File: src/rtl/cache_pkg.sv
// rtl/cache_pkg.sv - shared line geometry, fill FSM states and line type for the refill engine
package cache_pkg;

    // Geometry of one cache line
    localparam int NrWordsPerLine = 4;
    localparam int LineSize       = 32 * NrWordsPerLine;
    localparam int ByteOffsetBits = $clog2(NrWordsPerLine * 4);
    localparam int BeatBits       = $clog2(NrWordsPerLine);

    typedef enum logic [1:0] {IDLE, REQ, WAIT, RESP} fill_state_e;

    typedef logic [LineSize-1:0] line_t;

endpackage

File: src/rtl/line_fill_unit.sv
// rtl/line_fill_unit.sv - line refill engine between the read cache and a 32-bit word bus
//
// Ports:
//   clk_i, rst_i              clock, asynchronous active-high reset
//   mem_addr_i, mem_read_en_i line request from the cache (one-cycle pulse)
//   mem_read_valid_o          one-cycle pulse, mem_read_data_o holds the full line
//   mem_read_data_o           returned line, word k at [32k+31:32k]
//   bus_req_o, bus_addr_o     word read request, held until bus_gnt_i
//   bus_gnt_i, bus_rvalid_i,
//   bus_rdata_i               bus grant, read data valid and read data
//   busy_o                    fill in progress
//
// Build option: LINE_FILL_LAST_LINE_EN keeps the last filled line so a repeat
// request for the same line returns without any bus traffic.
module line_fill_unit
    import cache_pkg::*;
(
    input  logic                clk_i,
    input  logic                rst_i,
    input  logic [31:0]         mem_addr_i,
    input  logic                mem_read_en_i,
    output logic                mem_read_valid_o,
    output logic [LineSize-1:0] mem_read_data_o,
    output logic                bus_req_o,
    output logic [31:0]         bus_addr_o,
    input  logic                bus_gnt_i,
    input  logic                bus_rvalid_i,
    input  logic [31:0]         bus_rdata_i,
    output logic                busy_o
);

    fill_state_e                state_q;
    logic [BeatBits-1:0]        beat_q;
    logic [31:ByteOffsetBits]   base_q;
    line_t                      line_q;
    line_t                      data_q;

    logic                       capture;
    logic                       last_beat;
    line_t                      line_upd;

    // Byte offset inside the line is irrelevant for a line request
    logic                       unused_addr_bits;
    assign unused_addr_bits = ^mem_addr_i[ByteOffsetBits-1:0];

`ifdef LINE_FILL_LAST_LINE_EN
    // data_q already holds the last returned line; only its base and a valid bit are added
    logic                       last_valid_q;
    logic [31:ByteOffsetBits]   last_base_q;
    logic                       hit;
    assign hit = last_valid_q && (mem_addr_i[31:ByteOffsetBits] == last_base_q);
`endif

    assign last_beat = (beat_q == BeatBits'(NrWordsPerLine - 1));

    // A word is taken in WAIT, or directly in REQ when grant and data coincide
    always_comb begin
        capture  = ((state_q == REQ) && bus_gnt_i && bus_rvalid_i) ||
                   ((state_q == WAIT) && bus_rvalid_i);
        line_upd = line_q;
        line_upd[{beat_q, 5'b00000} +: 32] = bus_rdata_i;
    end

    always_ff @(posedge clk_i or posedge rst_i) begin
        if (rst_i) begin
            state_q      <= IDLE;
            beat_q       <= '0;
            base_q       <= '0;
            line_q       <= '0;
            data_q       <= '0;
`ifdef LINE_FILL_LAST_LINE_EN
            last_valid_q <= 1'b0;
            last_base_q  <= '0;
`endif
        end else begin
            case (state_q)
                IDLE: begin
                    if (mem_read_en_i) begin
                        base_q  <= mem_addr_i[31:ByteOffsetBits];
                        beat_q  <= '0;
`ifdef LINE_FILL_LAST_LINE_EN
                        state_q <= hit ? RESP : REQ;
`else
                        state_q <= REQ;
`endif
                    end
                end
                REQ: begin
                    if (bus_gnt_i && !bus_rvalid_i) begin
                        state_q <= WAIT;
                    end
                end
                WAIT: begin
                end
                RESP: begin
                    state_q <= IDLE;
                end
                default: begin
                    state_q <= IDLE;
                end
            endcase

            // Word capture overrides the state decision above
            if (capture) begin
                line_q <= line_upd;
                if (last_beat) begin
                    data_q       <= line_upd;
                    state_q      <= RESP;
`ifdef LINE_FILL_LAST_LINE_EN
                    last_valid_q <= 1'b1;
                    last_base_q  <= base_q;
`endif
                end else begin
                    beat_q  <= beat_q + 1'b1;
                    state_q <= REQ;
                end
            end
        end
    end

    // Beat index sits in the word-address bits, so the address never leaves the line
    assign bus_addr_o       = {base_q, beat_q, 2'b00};
    assign bus_req_o        = (state_q == REQ);
    assign busy_o           = (state_q != IDLE);
    assign mem_read_valid_o = (state_q == RESP);
    assign mem_read_data_o  = data_q;

endmodule

File: config.mk
export PLATFORM = sky130hd
export DESIGN_NAME = line_fill_unit
export DESIGN_NICKNAME = d
export VERILOG_FILES = /design/src/rtl/cache_pkg.sv /design/src/rtl/line_fill_unit.sv
export SDC_FILE = /design/constraint.sdc
export NUM_CORES = 1
export LEC_CHECK = 0
export CORE_MARGIN = 2
export CORE_UTILIZATION = 34
export DETAILED_ROUTE_END_ITERATION = 6
export PLACE_DENSITY = 0.59
export SLEW_MARGIN = 20
export SYNTH_ARGS = -nofsm -noshare
export SYNTH_HDL_FRONTEND = slang
export SYNTH_SLANG_ARGS = --single-unit
File: constraint.sdc
create_clock -name clk_i -period 10.8 [get_ports clk_i]
set_input_delay 2.7 -clock clk_i [delete_from_list [all_inputs] [get_ports clk_i]]
set_output_delay 2.7 -clock clk_i [all_outputs]
set_load 0.02 [all_outputs]
; ---- After elaboration in Yosys (flattened, before gate mapping)
; Index checks and enable logic that the tools add are counted.
[classes]
addsub = 2
eq_ne = 6
shifts = 2
muxes = 10
n_reduce_logical = 12
[ops]
columns = operator, n
row1 = bitwise mux 128 bit, 1
row2 = variable shift 32 x 9 -> 128 bit (first input constant), 1
row3 = variable part select 32 x 9 -> 128 bit, 1
row4 = 2-to-1 mux 2 bit, 8
row5 = negation 7 -> 9 bit, 1
row6 = == test 2 bit (second input constant), 3
row7 = case mux 2 bit (3 select lines), 1
row8 = logical AND 1 bit, 4
row9 = AND reduction 2 bit, 2
row10 = nonzero test 4 bit, 1
row11 = != test 3 x 1 -> 1 bit (second input constant), 1
row12 = != test 3 bit (second input constant), 1
row13 = AND reduction 3 bit, 1
row14 = adder 2 x 1 -> 2 bit (second input constant), 1
row15 = == test 2 x 1 -> 1 bit (second input constant), 1
row16 = logical NOT 2 bit, 1
row17 = nonzero test 2 bit, 1
row18 = logical NOT 1 bit, 1
row19 = logical OR 1 bit, 1
[word_totals]
reg_bits = 288
in_bits = 69
out_inout_bits = 163
word_cells = 37

; ---- Depth between registers and ports, before layout
[logic_depth]
word_depth = 6
depth_mapped = 7
ltp_nobuf = 5

; ---- Worst setup path before layout
; OpenSTA, ideal clock, no wires.
[synth_timing]
path_type = in2reg
from = input bus_gnt_i
to = register data_q[100] (netlist: mem_read_data_o[100])
setup_time_ps = 128
arrival_time_ps = 3658
t_required_ps = 10672
setup_slack_ps = 7014
path_stages = 5
n_path_buf = 2
cell_sequence = nand3b_1 a21oi_1 buf_4 buf_4 mux2_1
[synth_via]
elab_chain_cells = 4
[synth_rtl]
columns = element, line
row1 = "start, declared", line_fill_unit.sv:26  ; input logic bus_gnt_i,
row2 = logical AND 1 bit (2 in a row), line_fill_unit.sv:58  ; capture = ((state_q == REQ) && bus_gnt_i && bus_rvalid_i) ||
row3 = logical OR 1 bit, line_fill_unit.sv:58
row4 = AND reduction 2 bit (no source line), n/a
row5 = "end signal, assigned", line_fill_unit.sv:107  ; data_q <= line_upd;
row6 = "end, declared", line_fill_unit.sv:36  ; line_t data_q;
; No other way between the ends.
; A chain may end at the register's enable or synchronous reset.

; ---- Worst setup path after layout
[layout_timing]
from = input bus_rvalid_i
to = register data_q[114] (netlist: mem_read_data_o[114])
[layout_via]
elab_chain_cells = 3
elab_cells_between_ends = 4
cone_classes = reduce/logical: 4
[layout_rtl]
columns = element, line
row1 = "start, declared", line_fill_unit.sv:27  ; input logic bus_rvalid_i,
row2 = "logical AND 1 bit, on equally long branches", "line_fill_unit.sv:58, line_fill_unit.sv:59"
row3 = logical OR 1 bit *, line_fill_unit.sv:58
row4 = AND reduction 2 bit (no source line) *, n/a
; Every way passes the cells marked *; elsewhere a longest branch is shown, timed or not.

==> impl_metrics.env <==
export IMPL_htreeDepth=2
export IMPL_drt_pre_antenna_iters=7
export IMPL_syn_area_um2=12200
export IMPL_hold_viol=0
export IMPL_die_y_um=193
export IMPL_crit_required_ps=11180
export IMPL_cp_end_kind="flop"
export IMPL_power_density_nw_per_um2=252
export IMPL_cts_sinks=288
export IMPL_cp_max_fo=63
export IMPL_ys_ff_latch=288
export IMPL_reg2reg_depth=6
export IMPL_port_buffers=225
export IMPL_whs_endpoint="mem_read_data_o[42]"
export IMPL_clk_latency_ps=510
export IMPL_holdWs_ps=480
export IMPL_slew_violations=0
export IMPL_cts_tree="done"
export IMPL_start_util=0.344
export IMPL_die_area_um2=37400
export IMPL_drive_gt1_frac=0.121
export IMPL_wl_met1_mm=15.3
export IMPL_synth_cell_types=31
export IMPL_min_path_type="flop to flop"
export IMPL_final_nets=1102
export IMPL_cts_root_buf="clkbuf_16"
export IMPL_cpMaxStageDelayCell="clkdlybuf4s50_1"
export IMPL_yosys_warnings=0
export IMPL_met2_length_mm=15.0
export IMPL_critPathArrivalTime_ps=5240
export IMPL_syn_area_per_cell_um2=14.3
export IMPL_grt_pass1_vias=8330
export IMPL_worst_pin_slew_ps=1070
export IMPL_timing_max_cap_violations=0
export IMPL_cts_setup_buffers=0
export IMPL_r2r_end="line_q[45]"
export IMPL_cts_resized=0
export IMPL_grt_ovfl_total=0
export IMPL_synth_edf_count=0
export IMPL_timing_final_crit_period_ps=4870
export IMPL_vias_per_cell=5.33
export IMPL_gp_congestion=0.696
export IMPL_ys_async_sr_fraction=1.00
export IMPL_skew_ps=17.6
export IMPL_leakage_nw=7.43
export IMPL_drc=0
export IMPL_clk_pin_slew_ps=50
export IMPL_core_area_um2=35400
export IMPL_vias=8038
export IMPL_ant_nets=0
export IMPL_antenna_found_initial=0
export IMPL_grt_usage=0.174
export IMPL_ctsHoldBuffers=0
export IMPL_grt_start_max_net_pins=106
export IMPL_max_stage_delay_ps=940
export IMPL_avgRoutedWirePerCell_um=21.8
export IMPL_row_count=69
export IMPL_cp_start_kind="input pin"
export IMPL_slew_headroom=0.287
export IMPL_criticalPathCategory="input pin to flop"
export IMPL_period_share=0.451
export IMPL_cts_buffer_depth=3
export IMPL_dieWidth_um=193
export IMPL_initialDrtViolationCount=375
export IMPL_synthToLayoutAreaGrowth_pct=30.3
export IMPL_numCtsBuffers=34
export IMPL_setup_viol=0
export IMPL_top_layer_used="met4"
export IMPL_num_io_pins=232
export IMPL_wl_mm=32.8
export IMPL_hp_start="mem_read_data_o[42]"
export IMPL_synth_ff_type="dfrtp_1"
export IMPL_met3RoutedLength_mm=1.97
export IMPL_timing_rr_start="beat_q[0]"
export IMPL_vdd_ir_drop_worst_v=0.000153
export IMPL_grt_pass1_wl_mm=51.5
export IMPL_fmax_ghz=0.206
export IMPL_synthCells=854
export IMPL_ys_seq_area_frac=0.591
export IMPL_reg2reg_setup_slack_ps=7430
export IMPL_holdPathStages=1
export IMPL_cp_cell_sequence="clkdlybuf4s50_1 -> nand2_1 -> a21oi_4 -> buf_4 -> mux2_2"
export IMPL_fin_tns_setup_ps=0
export IMPL_rsz0062_at_grt="no"
export IMPL_diodes=0
export IMPL_status="complete, no violations"
export IMPL_hpwlAfterDp_mm=20.3
[cell type report]
class,instances,area [µm²]
clock buffer,44,980
multi-input combinational,452,4450
clock inverter,13,176
tap,461,577
fill,3274,19500
timing repair buffer,243,2450
inverter,8,37.5
sequential,288,7210
[sequential cells by signal (all words and copies together), names as in the netlist]
signal,flops
base_q,28
line_q,128
mem_read_data_o,128
state_q,2
beat_q,2
[worst max-delay path, delay by kind of cell]
| kind | cells | cell delay [ps] |
|---|---|---|
| buffers and inverters | 2 | 1650 |
| AND/OR/NAND/NOR | 1 | 190 |
| multiplexers | 1 | 420 |
| AO/OA/AOI/OAI | 1 | 190 |
[through the flow]
stage	utilization	instances	area, µm²	power [W]	worst slack (ps)
after floorplan	-	855	12200	0.00230	151
after global placement	0.413	1449	14600	0.00281	5360
after detailed placement	0.413	1449	14600	0.00283	5350
after CTS	0.446	1506	15800	0.00404	5890
after global routing	0.448	1509	15900	0.00420	5670
final	0.448	1509	15900	0.00399	5930
[per-layer routing]
metal / global-route usage / vias up
met5: 0 / -
met4: 0.0435 / 0
li1: - / 3572
met2: 0.274 / 226
met3: 0.0434 / 38
met1: 0.242 / 4202
[synthesized netlist by cell type, types with 4 or more instances]
| library cell | count | area [µm²] |
|---|---|---|
| a22o_1 | 256 | 2240 |
| buf_1 | 32 | 120 |
| buf_2 | 28 | 140 |
| buf_4 | 5 | 37.5 |
| buf_6 | 18 | 203 |
| clkbuf_1 | 24 | 90.1 |
| dfrtp_1 | 288 | 7210 |
| ha_1 | 6 | 75.1 |
| inv_1 | 8 | 30.0 |
| mux2_1 | 119 | 1340 |
| mux2_2 | 39 | 439 |
| o211ai_2 | 4 | 50.1 |
[where the power goes]
part	internal (W)	switching (W)	total [W]	leakage, nW
Clock	0.000733	0.000450	0.00118	0.565
Combinational	0.000645	0.000616	0.00126	2.94
Sequential	0.00138	0.000172	0.00155	3.93
[cells in the final DEF, fill, tap and decap left out, types with 3 or more instances in the layout]
cell type / n
a22o_1: 256
buf_16: 3
buf_4: 15
bufinv_16: 4
clkbuf_16: 35
clkbuf_8: 7
clkdlybuf4s50_1: 225
clkinv_2: 5
clkinvlp_4: 3
dfrtp_1: 288
ha_1: 6
inv_1: 7
mux2_1: 119
mux2_2: 39
o211ai_4: 4
[worst max-delay path by stage]
stage	slack [ps]	depth (start not counted)	from	endpoint
final	5930	5	bus_rvalid_i	mem_read_data_o[114]
after global routing	5670	4	rst_i	mem_read_data_o[96]
after CTS	5890	4	rst_i	mem_read_data_o[42]
after detailed placement	5350	4	rst_i	line_q[39]
after global placement	5360	4	rst_i	mem_read_data_o[35]
after floorplan	150	1	rst_i	base_q[10]
[cells by family after synthesis]
family / count (synthesis) / share of synthesized area
other: 1 / 0.000308
adder cells (fa/ha/maj): 6 / 0.00616
flip-flops: 288 / 0.591
multiplexers: 158 / 0.146
AND/OR/NAND/NOR: 17 / 0.00976
AO/OA/AOI/OAI: 269 / 0.195
buffers and inverters: 115 / 0.0509
Power figures use the tool's default switching activity.
